## src/rtl/gol_pkg.sv

```systemverilog
// Shared timing constants and types for the Game of Life generation logic.
// Cells import this package so their advance compare matches the controller.
package gol_pkg;

   localparam int FRAMES_MAX = 199;
   localparam int SPEED_STEP = 50;

   typedef logic [1:0] speed_t;
   typedef logic [8:0] frame_t;

   typedef enum logic [1:0] {
      ST_RUN   = 2'd0,
      ST_PAUSE = 2'd1,
      ST_STEP  = 2'd2
   } run_state_t;

   // Last frame index of a generation period: 199/149/99/49 for speed 0..3.
   function automatic frame_t thr_of(speed_t spd);
      return frame_t'(FRAMES_MAX - SPEED_STEP * int'(spd));
   endfunction

endpackage

```

## src/rtl/sync_edge.sv

```systemverilog
// Two-flop synchroniser plus a third stage, producing a registered one-cycle
// pulse on each rising edge of an asynchronous level input.
module sync_edge (
   input  logic clk,
   input  logic rst,
   input  logic i_d,
   output logic o_pulse
);

   logic r_s1, r_s2, r_s3;
   logic r_v1, r_v2;
   logic r_armed;
   logic r_pulse;

   // r_armed stays low until a genuine low sample has passed through r_s2, so
   // a level already high when reset is released does not count as an edge.
   always_ff @(posedge clk or posedge rst) begin
      if (rst) begin
         r_s1    <= 1'b0;
         r_s2    <= 1'b0;
         r_s3    <= 1'b0;
         r_v1    <= 1'b0;
         r_v2    <= 1'b0;
         r_armed <= 1'b0;
         r_pulse <= 1'b0;
      end else begin
         r_s1    <= i_d;
         r_s2    <= r_s1;
         r_s3    <= r_s2;
         r_v1    <= 1'b1;
         r_v2    <= r_v1;
         r_armed <= r_armed | (r_v2 & ~r_s2);
         r_pulse <= r_s2 & ~r_s3 & r_armed;
      end
   end

   assign o_pulse = r_pulse;

endmodule

```

## src/rtl/gen_tick_ctrl.sv

```systemverilog
// Generation-timing controller: frame counter, frame strobe and speed select
// broadcast to every cell, with pause, single-step and a generation counter.
//
// state    | meaning
// ST_RUN   | running; frame strobes advance fcnt and reach the cells
// ST_PAUSE | paused; fcnt frozen, edgeDet held low
// ST_STEP  | paused with one generation step waiting for the next strobe
module gen_tick_ctrl
   import gol_pkg::*;
#(
   parameter int GEN_W = 16
) (
   input  logic             clk,
   input  logic             rst,
   input  logic             vsync,
   input  logic             btn_fast,
   input  logic             btn_slow,
   input  logic             btn_pause,
   input  logic             btn_step,
   output logic [8:0]       vsync_edge,
   output logic             edgeDet,
   output logic [1:0]       speedCounter,
   output logic             gen_tick,
   output logic [GEN_W-1:0] gen_count,
   output logic             paused
);

   logic w_strobe, w_fast, w_slow, w_pause, w_step;

   sync_edge u_sync_vsync (.clk(clk), .rst(rst), .i_d(vsync),     .o_pulse(w_strobe));
   sync_edge u_sync_fast  (.clk(clk), .rst(rst), .i_d(btn_fast),  .o_pulse(w_fast));
   sync_edge u_sync_slow  (.clk(clk), .rst(rst), .i_d(btn_slow),  .o_pulse(w_slow));
   sync_edge u_sync_pause (.clk(clk), .rst(rst), .i_d(btn_pause), .o_pulse(w_pause));
   sync_edge u_sync_step  (.clk(clk), .rst(rst), .i_d(btn_step),  .o_pulse(w_step));

   run_state_t       r_state, w_state_nxt;
   frame_t           r_fcnt, w_fcnt_nxt;
   speed_t           r_speed, w_speed_nxt;
   logic [GEN_W-1:0] r_gen_count;

   frame_t w_thr, w_vsync_edge;
   logic   w_paused, w_step_pend, w_edge, w_gen_tick, w_spd_chg;

   assign w_thr       = thr_of(r_speed);
   assign w_paused    = (r_state != ST_RUN);
   assign w_step_pend = (r_state == ST_STEP);

   always_ff @(posedge clk or posedge rst) begin
      if (rst) begin
         r_state     <= ST_RUN;
         r_fcnt      <= '0;
         r_speed     <= '0;
         r_gen_count <= '0;
      end else begin
         r_state <= w_state_nxt;
         r_fcnt  <= w_fcnt_nxt;
         r_speed <= w_speed_nxt;
         if (w_gen_tick) begin
            r_gen_count <= r_gen_count + GEN_W'(1);
         end
      end
   end

   always_comb begin
      w_state_nxt = r_state;
      case (r_state)
         ST_RUN: begin
            if (w_pause) w_state_nxt = ST_PAUSE;
         end
         ST_PAUSE: begin
            if (w_pause)     w_state_nxt = ST_RUN;
            else if (w_step) w_state_nxt = ST_STEP;
         end
         ST_STEP: begin
            if (w_pause)       w_state_nxt = ST_RUN;
            else if (w_strobe) w_state_nxt = ST_PAUSE;
         end
         default: w_state_nxt = ST_RUN;
      endcase
   end

   // A speed change restarts the period so fcnt can never exceed the new threshold.
   always_comb begin
      w_speed_nxt = r_speed;
      w_spd_chg   = 1'b0;
      if (w_fast && !w_slow && r_speed != 2'd3) begin
         w_speed_nxt = r_speed + 2'd1;
         w_spd_chg   = 1'b1;
      end else if (w_slow && !w_fast && r_speed != 2'd0) begin
         w_speed_nxt = r_speed - 2'd1;
         w_spd_chg   = 1'b1;
      end

      w_fcnt_nxt = r_fcnt;
      if (w_spd_chg) begin
         w_fcnt_nxt = '0;
      end else if (w_strobe && !w_paused) begin
         w_fcnt_nxt = (r_fcnt == w_thr) ? '0 : r_fcnt + 9'd1;
      end
   end

   // A pending step presents the threshold so every cell advances exactly once.
   assign w_vsync_edge = w_step_pend ? w_thr : r_fcnt;
   assign w_edge       = w_strobe & (~w_paused | w_step_pend);
   assign w_gen_tick   = w_edge & (w_vsync_edge == w_thr);

   assign vsync_edge   = w_vsync_edge;
   assign edgeDet      = w_edge;
   assign speedCounter = r_speed;
   assign gen_tick     = w_gen_tick;
   assign gen_count    = r_gen_count;
   assign paused       = w_paused;

endmodule

```

## config.mk

```make
export PLATFORM = sky130hd
export DESIGN_NAME = gen_tick_ctrl
export DESIGN_NICKNAME = d
export VERILOG_FILES = /design/src/rtl/gol_pkg.sv /design/src/rtl/sync_edge.sv /design/src/rtl/gen_tick_ctrl.sv
export SDC_FILE = /design/constraint.sdc
export NUM_CORES = 1
export LEC_CHECK = 0
export BUFFER_PORTS_ARGS = -buffer_cell sky130_fd_sc_hd__buf_2
export CAP_MARGIN = 20
export CORE_ASPECT_RATIO = 0.5
export CORE_MARGIN = 2
export CORE_UTILIZATION = 40
export CTS_CLUSTER_DIAMETER = 150
export DETAILED_ROUTE_END_ITERATION = 10
export GPL_TIMING_DRIVEN = 0
export PLACE_DENSITY = 0.62
export SETUP_SLACK_MARGIN = 0.2
export SLEW_MARGIN = 10
export SYNTH_ARGS = -nofsm -noshare
export SYNTH_HDL_FRONTEND = slang
export SYNTH_HIERARCHICAL = 1
export SYNTH_SLANG_ARGS = --single-unit
```

## constraint.sdc

```tcl
create_clock -name clk -period 5.3 [get_ports clk]
set_clock_uncertainty 0.1 [all_clocks]
set_input_delay 0.265 -clock clk [delete_from_list [all_inputs] [get_ports clk]]
set_output_delay 0.265 -clock clk [all_outputs]
set_load 0.1 [all_outputs]
```

==> metrics.cfg <==
[status]
outcome=complete, no violations

[route]
vias=1997
dr.pass1.iters=4
wl_per_cell_um=12.6
first_iter_violations=114
post-route-drc-count=0
vias_per_cell=4.91
final_antenna_net_count=0
routed_wl_um=5110

[global_route]
grt_pass1_wl_um=8930
grt_pass1_vias=1919
antenna_found_initial=0
grt_max_degree=23
grt_usage=0.153
globalRouteOverflowTotal=0

[critical_path]
arrival_ns=3.43
crit_slowest_cell=buf_2
cp-start-kind=register
r2r_slack_ns=2.12
r2r-start=speedCounter[0]$_DFFE_PP0N_
endpoint_kind=output port
worstPathRequired_ns=4.93
path_cells=buf_6 -> inv_1 -> ha_1 -> xor3_1 -> a2111oi_4 -> nor2_1 -> or3_4 -> inv_1 -> buf_2 -> buf_2
cp_max_fo=10
reg2reg_to=gen_count[8]$_DFFE_PP0P_
crit_type=reg -> out
slowest_delay_ns=0.46
ff2ff_path_depth=11

[timing]
tns_ns=0
rsz0062_at_grt=false
relSlewSlack=0.611
drv_slew=0
timing.final.crit_period_ns=3.80
tightest_slew_ns=0.583
hold_viol_final=0
setup_viol=0
fin_crit_sh=0.717
fmax_ghz=0.263

[finish]
n_antenna_cell=0
drive_above_1_share=0.213
fin_nets=325
area_growth_pct=23.3
final_cell_mix=dfrtp_1 (64), buf_2 (37), nand2_1 (31), xnor2_1 (21), inv_1 (18)
final_common_cell=dfrtp_1
final-instance-count-excl-fill=407

[synthesis]
synth_seq_cells=64
synth_edf_count=0
yosys_warnings=6
synth_area_mm2=0.00282
async_reset_ff_frac=1.00
synthesis.nets=271
yosys-top-cells-area=dfrtp_1 (57%), xnor2_1 (6.5%), nand2_1 (4.1%)
synth_top_area_cell=dfrtp_1
ys.flop_type=dfrtp_1
synthCells=257
yosysUniqueCellTypes=37
synth_top_area_share=0.568
yosysSeqAreaShare=0.568
avgSynthCellArea_um2=11.0

[worst_hold_path]
hp-start=u_sync_fast/r_s1$_DFF_PP0_
min_to=u_sync_fast/r_s2$_DFF_PP0_
hold_path.class=reg -> reg
whs_path_depth=0

[floorplanning]
die-area_mm2=0.00778
io_pins=37
core_mm2=0.00675
dieHeight_um=63.4
die_x_um=123
rows=21
start_util=0.417

[power_and_ir_drop]
clkPwrFrac=0.302
seq_power_share=0.336
pwr_density_cell_mw_per_mm2=507
switching_share=0.414
power.switching_mw=0.729
power_mw=1.76
comb_power_share=0.363
p_int_mw=1.03
p_leak_nw=1.65
ir_drop_v=0.000248

[clocking]
postCtsSetupRepairBufs=0
cts_made_buffers=9
cts-root-buf=clkbuf_16
cts.sinks=64
cts_buffer_depth=2
htreeDepth=3
clk_latency_ns=0.33
path_clk_slew_ns=0.05
cts_tree=built

[placement]
gp_congestion=0.842
dp.cells=386
io_buffers=36
dpl.hpwl_um=3740

[run]
cap_violations=0

[Yosys cell counts (2+ instances only)]
cell type / count
a21oi_1: 8
a21o_1: 6
o21ai_0: 11
nor3_1: 3
nand2b_1: 6
nor4_1: 3
nand4_1: 8
or3_1: 2
a31oi_1: 5
conb_1: 5
dfrtp_1: 64
ha_1: 7
nand2_1: 31
nor2_1: 10
nor3b_2: 5
xor2_1: 3
nor2b_1: 3
or2_2: 2
nor3b_1: 2
inv_1: 18
nand3_1: 11
clkbuf_1: 5
xnor2_1: 21
and3_1: 4
a311oi_1: 2
[critical path: cells and delay by family, from the launching register on]
| kind | cells | cell delay (ns) |
|---|---|---|
| buf+inv | 5 | 1.14 |
| compound gates | 1 | 0.41 |
| xor+xnor | 1 | 0.27 |
| flops | 1 | 0.40 |
| simple gates | 2 | 0.51 |
| fa+ha+maj | 1 | 0.36 |
[cell families after synthesis]
| family | count (synthesis) | synth area share |
|---|---|---|
| AO/OA/AOI/OAI | 35 | 0.0821 |
| XOR/XNOR | 26 | 0.0888 |
| adder cells (fa/ha/maj) | 7 | 0.0311 |
| flip-flops | 64 | 0.568 |
| other | 5 | 0.00666 |
| buffers and inverters | 25 | 0.0364 |
| AND/OR/NAND/NOR | 95 | 0.187 |
[power groups by stage]
| stage | clock network, mW | registers (mW) | logic (mW) |
|---|---|---|---|
| 3_5_place_dp | 0 | 0.598 | 0.639 |
| 4_1_cts | 0.550 | 0.591 | 0.643 |
| 5_1_grt | 0.577 | 0.600 | 0.686 |
| 6_report | 0.532 | 0.591 | 0.639 |
| 2_1_floorplan | 0 | 0.667 | 0.464 |
| 3_3_place_gp | 0 | 0.597 | 0.624 |
[final cells by class]
class                           count  area (µm²)
Buffer                              7        35.0
Clock buffer                       10         239
Clock inverter                      5        33.8
Fill cell                         590        3280
Inverter                           18        67.6
Multi-Input combinational cell    168        1110
Sequential cell                    64        1600
Tap cell                           92         115
Timing Repair Buffer               43         268
[state kept, by name, summed over array words and instances, names as in the netlist, 2 cells and up]
register and count:
r_fcnt 9, r_state 2, speedCounter 2, gen_count 16
[what timing repair did]
action,in CTS,in global routing
gates resized for setup,0,0
hold buffers,6,0
setup endpoints to repair,0,0
hold endpoints to repair,47,0
[metal layers]
layer | part of all wire | wire length, µm | vias to the layer above | GRT usage
li1 | - | - | 965 | -
met1 | 0.47 | 2410 | 994 | 0.195
met2 | 0.47 | 2390 | 32 | 0.225
met3 | 0.046 | 235 | 6 | 0.0707
met4 | 0.014 | 72 | 0 | 0.0603
met5 | 0 | 0 | - | 0
[stage by stage]
step / util / instance area (µm²) / hold WS (ns) / worst slack, ns
2_1_floorplan: - / 2820 / -0.0316 / 1.06
3_3_place_gp: 0.461 / 3110 / 0.163 / 1.88
3_5_place_dp: 0.465 / 3140 / 0.177 / 1.86
4_1_cts: 0.515 / 3470 / 0.248 / 1.49
5_1_grt: 0.515 / 3470 / 0.251 / 1.29
6_report: 0.515 / 3470 / 0.245 / 1.50
[how the worst max path moves through the flow]
stage / from / end / slack [ns] / cells after the start
floorplan: speedCounter[0]$_DFFE_PP0N_ / vsync_edge[8] / 1.06 / 6
global placement: speedCounter[0]$_DFFE_PP0N_ / gen_tick / 1.88 / 10
detailed placement: speedCounter[0]$_DFFE_PP0N_ / gen_tick / 1.86 / 10
CTS: speedCounter[0]$_DFFE_PP0N_ / gen_tick / 1.49 / 10
global route: speedCounter[0]$_DFFE_PP0N_ / gen_tick / 1.29 / 10
finish: speedCounter[0]$_DFFE_PP0N_ / gen_tick / 1.50 / 10
Note: power is estimated with default switching activity, not from simulation.
